==> src/rtl/quickq_scheduler.sv <==
// quickq_scheduler: two-port round-robin front end that sequences one enqueue/dequeue at a time into a quickQ core.
// Define QQ_SCHED_DEQ_PRIO_EN to let a lone dequeue requester win over an enqueue requester.
module quickq_scheduler #(
    parameter int DATA_W = 32,
    parameter int DEPTH = 8,
    parameter int OP_LAT = 4,
    localparam int CW = $clog2(DEPTH + 1)
) (
    input  logic              clk,
    input  logic              rst,
    input  logic [1:0]        req_valid,
    input  logic [1:0]        req_op,
    input  logic [DATA_W-1:0] req_data0,
    input  logic [DATA_W-1:0] req_data1,
    output logic [1:0]        req_ready,
    output logic [1:0]        rsp_valid,
    output logic              rsp_err,
    output logic [DATA_W-1:0] rsp_data,
    output logic              core_enq,
    output logic              core_deq,
    output logic              core_regenb,
    output logic [1:0]        core_mux1_sel,
    output logic [DATA_W-1:0] core_to_register,
    output logic              core_next_node,
    input  logic [DATA_W-1:0] core_data_lt_o,
    output logic [CW-1:0]     count,
    output logic              full,
    output logic              empty
);
    typedef enum logic [2:0] {IDLE, LOAD, ISSUE, WAIT, DONE} state_t;
    state_t state, state_nx;
    logic rr_ptr, port_q, op_q, err_q, win, hs, rej;
    logic [DATA_W-1:0] data_q;
    logic [3:0] wait_cnt;
`ifdef QQ_SCHED_DEQ_PRIO_EN
    assign win = (&req_valid && (req_op[0] ^ req_op[1])) ? req_op[1] : (req_valid[rr_ptr] ? rr_ptr : ~rr_ptr);
`else
    assign win = req_valid[rr_ptr] ? rr_ptr : ~rr_ptr;
`endif
    assign hs = (state == IDLE) && req_valid[win];
    assign rej = req_op[win] ? empty : full;
    assign full = (count == CW'(DEPTH));
    assign empty = (count == '0);
    always_ff @(posedge clk) begin
        if (!rst) state <= IDLE;
        else state <= state_nx;
    end
    always_comb begin
        state_nx = IDLE;
        case (state)
            IDLE:    state_nx = !hs ? IDLE : rej ? DONE : req_op[win] ? ISSUE : LOAD;
            LOAD:    state_nx = ISSUE;
            ISSUE:   state_nx = WAIT;
            WAIT:    state_nx = (wait_cnt == 4'(OP_LAT - 1)) ? DONE : WAIT;
            default: state_nx = IDLE;
        endcase
    end
    always_comb begin
        req_ready = hs ? (win ? 2'b10 : 2'b01) : 2'b00;
        rsp_valid = (state == DONE) ? (port_q ? 2'b10 : 2'b01) : 2'b00;
        rsp_err = (state == DONE) && err_q;
        core_regenb = (state == LOAD);
        core_enq = (state == ISSUE) && !op_q;
        core_deq = (state == ISSUE) && op_q;
        core_mux1_sel = (state == LOAD) ? 2'b01 : ((state == ISSUE) && op_q) ? 2'b10 : 2'b00;
        core_to_register = (state == LOAD) ? data_q : '0;
        core_next_node = (state == WAIT);
    end
    always_ff @(posedge clk) begin
        if (!rst) begin
            rr_ptr <= 1'b0;
            port_q <= 1'b0;
            op_q <= 1'b0;
            err_q <= 1'b0;
            data_q <= '0;
            wait_cnt <= '0;
            count <= '0;
            rsp_data <= '0;
        end else begin
            if (hs) begin
                rr_ptr <= ~win;
                port_q <= win;
                op_q <= req_op[win];
                err_q <= rej;
                data_q <= win ? req_data1 : req_data0;
            end
            wait_cnt <= (state == WAIT) ? wait_cnt + 4'd1 : 4'd0;
            // the core's least value is only trusted once it has settled
            if (state == WAIT && state_nx == DONE && op_q) rsp_data <= core_data_lt_o;
            if (state == DONE && !err_q) count <= op_q ? count - 1'b1 : count + 1'b1;
        end
    end
endmodule

==> config.mk <==
export PLATFORM = sky130hd
export DESIGN_NAME = quickq_scheduler
export DESIGN_NICKNAME = d
export VERILOG_FILES = /design/src/rtl/quickq_scheduler.sv
export SDC_FILE = /design/constraint.sdc
export NUM_CORES = 1
export LEC_CHECK = 0
export CORE_MARGIN = 2
export CORE_UTILIZATION = 41
export DETAILED_ROUTE_END_ITERATION = 8
export PLACE_DENSITY_LB_ADDON = 0.12
export SYNTH_ARGS = -nofsm -noshare
export SYNTH_HDL_FRONTEND = slang
export SYNTH_SLANG_ARGS = --single-unit
==> constraint.sdc <==
create_clock -name clk -period 1.7 [get_ports clk]
set_input_delay 0.34 -clock clk [delete_from_list [all_inputs] [get_ports clk]]
set_output_delay 0.34 -clock clk [all_outputs]
set_load 0.005 [all_outputs]
==> results of run 1 <==
==> critical path, stage by stage (launching register included) <==
cell     delay, ps
dfxtp_4        360
buf_6          110
or4_4          510
a21oi_2        110
buf_2          110
==> layout make-up <==
class / count / share of cell area (%)
Sequential cell: 79 / 24.8
Clock buffer: 10 / 2.12
Inverter: 4 / 0.232
Clock inverter: 6 / 1.06
Multi-Input combinational cell: 306 / 32.7
Timing Repair Buffer: 238 / 37.0
Tap cell: 108 / 2.09
==> flip-flops by register name, summed over array words and instances (netlist names) <==
register and count:
count 4, data_q 32, err_q 1, op_q 1
port_q 1, rr_ptr 1, rsp_data 32, state 3
wait_cnt 4
==> path summary, 6_finish.rpt <==
path	end	slack, ps
min reg2reg	rsp_data[28]$_SDFFE_PN0P_	460
max	req_ready[0]	-190
max reg2reg	data_q[15]$_SDFFE_PN0N_	80
min	rsp_data[28]$_SDFFE_PN0P_	460
==> routing by layer <==
| metal | up-vias | share of wire, % |
|---|---|---|
| met5 | - | 0 |
| met4 | 0 | 0.95 |
| met3 | 11 | 6.3 |
| met2 | 131 | 50 |
| met1 | 1781 | 42 |
| li1 | 1864 | - |
==> cell usage after synthesis <==
cell,number
a211oi_1,20
a211oi_2,16
a21o_1,1
a21oi_1,34
a22oi_1,1
a311oi_2,1
and2_1,34
and3_1,4
and3b_1,1
and4b_1,1
and4bb_4,1
buf_2,3
buf_4,5
buf_6,9
clkbuf_1,14
clkbuf_4,1
dfxtp_1,79
fa_1,1
ha_1,3
inv_1,3
inv_2,1
mux2i_1,35
nand2_1,69
nand2_2,1
nand2b_1,8
nand3_1,6
nor2_1,46
nor2b_1,3
nor3_1,4
nor3b_1,1
nor4_1,1
nor4_4,1
nor4b_4,1
o21a_1,3
o21ai_0,4
or4_4,1
xnor2_1,3
xor2_1,1
==> layout by cell type (no fill, tap or decap), types with 2 or more instances in the layout <==
| cell | n |
|---|---|
| clkdlybuf4s50_1 | 132 |
| dfxtp_1 | 71 |
| nand2_1 | 69 |
| buf_6 | 46 |
| nor2_1 | 44 |
| mux2i_1 | 34 |
| buf_4 | 33 |
| a21oi_1 | 32 |
| and2_4 | 31 |
| a211oi_1 | 20 |
| a211oi_2 | 16 |
| clkbuf_8 | 10 |
| buf_2 | 9 |
| nand2b_1 | 7 |
| nand3_1 | 6 |
| dfxtp_4 | 6 |
| dlygate4sd2_1 | 5 |
| buf_12 | 5 |
| o21ai_0 | 4 |
| clkinvlp_4 | 4 |
| inv_1 | 3 |
| and2_1 | 3 |
| and3_1 | 3 |
| nor3_2 | 3 |
| xnor2_1 | 3 |
| o21a_1 | 3 |
| nor4_4 | 2 |
| nor2_4 | 2 |
| a21oi_2 | 2 |
| nor2b_1 | 2 |
| ha_1 | 2 |
| clkbuf_16 | 2 |
| dfxtp_2 | 2 |
| clkdlybuf4s15_1 | 2 |
| buf_8 | 2 |
==> logic make-up (layout without fill, tap and decap cells) <==
group | Yosys count | in the layout | synth area share (%)
AND/OR/NAND/NOR | 183 | 183 | 24.0
AO/OA/AOI/OAI | 80 | 80 | 15.8
flip-flops | 79 | 79 | 42.2
buffers and inverters | 36 | 258 | 6.11
multiplexers | 35 | 35 | 9.35
adder cells (fa/ha/maj) | 4 | 4 | 1.54
XOR/XNOR | 4 | 4 | 0.935
==> timing repair <==
item / 4_1_cts / 5_1_grt
setup buffers: 12 / 9
hold buffers: 0 / 0
setup endpoints to repair: 47 / 50
gates resized for setup: 221 / 75
pin swaps: 21 / 26
gates cloned: 1 / 2
==> power by group through the flow <==
stage                     Clock [mW]  Sequential (mW)  Combinational (mW)
after detailed placement           0             2.49                3.10
after global placement             0             2.47                3.02
final                           1.44             2.52                3.77
after floorplan                    0             2.43                1.90
after global routing            1.57             2.57                4.08
after CTS                       1.47             2.49                3.40
==> results.json, run 1 <==
{
  "wl_per_cell_um": 15.2,
  "tightest_slew_ps": 427,
  "overflow": 0,
  "p_seq_share_pct": 32.6,
  "cts_tree": "yes",
  "antenna_found_initial": 0,
  "syn_avg_cell_area_um2": 8.90,
  "first_pass_iters": 5,
  "critPathKind": "reg2out",
  "min_path_type": "reg2reg",
  "setup-tns-final_ps": -3340,
  "finalHoldViolCount": 0,
  "num-nets-final": 744,
  "cts_max_path_buffers": 2,
  "yosysTopAreaCell": "dfxtp_1",
  "drc_errors": 0,
  "syn_inst": 421,
  "multiInputGateArea_mm2": 0.00212,
  "cp_max_fo": 3,
  "yosysWarningCount": 0,
  "synth_top_area_share_pct": 42.2,
  "start_kind": "flip-flop",
  "dp_slack_ps": -654,
  "pin_count": 183,
  "swShare_pct": 34.4,
  "diodes": 0,
  "startpoint": "state[0]$_SDFF_PN0_",
  "use_met2_pct": 38.4,
  "start_util_pct": 42.5,
  "total_power_mw": 7.73,
  "syn_area_mm2": 0.00375,
  "cts_root_buffer": "clkbuf_8",
  "worst_slack_ps": -185,
  "die_w_um": 99.6,
  "finalSetupViolations": 37,
  "vdd_drop_max_mv": 0.540,
  "synth_cell_types": 38,
  "register_area_mm2": 0.00161,
  "clkSinkCount": 79,
  "whs_ps": 456,
  "grt_use_met3_pct": 6.25,
  "vias": 3787,
  "post_dp_cell_area_mm2": 0.00584,
  "p_clk_share_pct": 18.7,
  "clk_latency_ps": 350,
  "stdcell_count": 751,
  "vias_per_cell": 5.04,
  "endpoint_kind": "primary output",
  "dr.first_iter.drc_count": 82,
  "arrival_ps": 1550,
  "final_util_pct": 73.6,
  "area_growth_pct": 72.9,
  "syn_nets": 527,
  "routabilityCongestion": 0.856,
  "status": "finished with violations",
  "fin_crit_sh_pct": 111,
  "busiest_layer": "met2",
  "r2r.worst_path.cells": 6,
  "max_freq_ghz": 0.530,
  "powerDensity_mw_per_mm2": 1190,
  "grt.total_usage_pct": 21.8,
  "grt_start_max_net_pins": 66,
  "seq_area_frac_synth_pct": 42.2,
  "grt_pass1_wl_mm": 17.3,
  "routed_wl_mm": 11.4,
  "power_frac_comb_pct": 48.8,
  "p_leak_nw": 2.63,
  "use_met1_pct": 25.8,
  "dp.cells": 715,
  "min-delay-start": "rsp_data[28]$_SDFFE_PN0P_",
  "switchingPower_mw": 2.66,
  "hold_depth": 2,
  "ant_nets": 0,
  "floorplan.die_area_mm2": 0.00992,
  "fp-row-count": 34,
  "rsz0062_at_grt": "true",
  "relSlewSlack_pct": 71.2,
  "dpl.hpwl_mm": 7.68,
  "synth_area_leaders": "dfxtp_1, mux2i_1, nand2_1, and2_1, a211oi_2",
  "drive_gt1_share_pct": 29.9,
  "clkSlewWorstSetupHoldPaths_ps": 90,
  "die_h_um": 99.6,
  "p_int_mw": 5.07,
  "ys_ff_latch": 79,
  "slew_viol_final": 0,
  "num-fill-cells": 672,
  "period_needed_ps": 1890,
  "finish.instance_area_mm2": 0.00648,
  "cts_htree_levels": 3,
  "rr_startpoint": "rr_ptr$_SDFFE_PN0N_",
  "numCtsBuffers": 9,
  "failed_checks": "setup timing",
  "cp.required_ps": 1360,
  "skew_ps": 8.51,
  "drv_cap": 0,
  "grt_pass1_vias": 3699,
  "core_area_mm2": 0.00881,
  "port_buffers": 182
}
Note: power is estimated with default switching activity, not from simulation.
==> run 2, diff against run 1 <==
- SLEW_MARGIN: unset -> 10
==> results of run 2 <==
The final DEF is identical to that of run 1; final timing and power are the same.
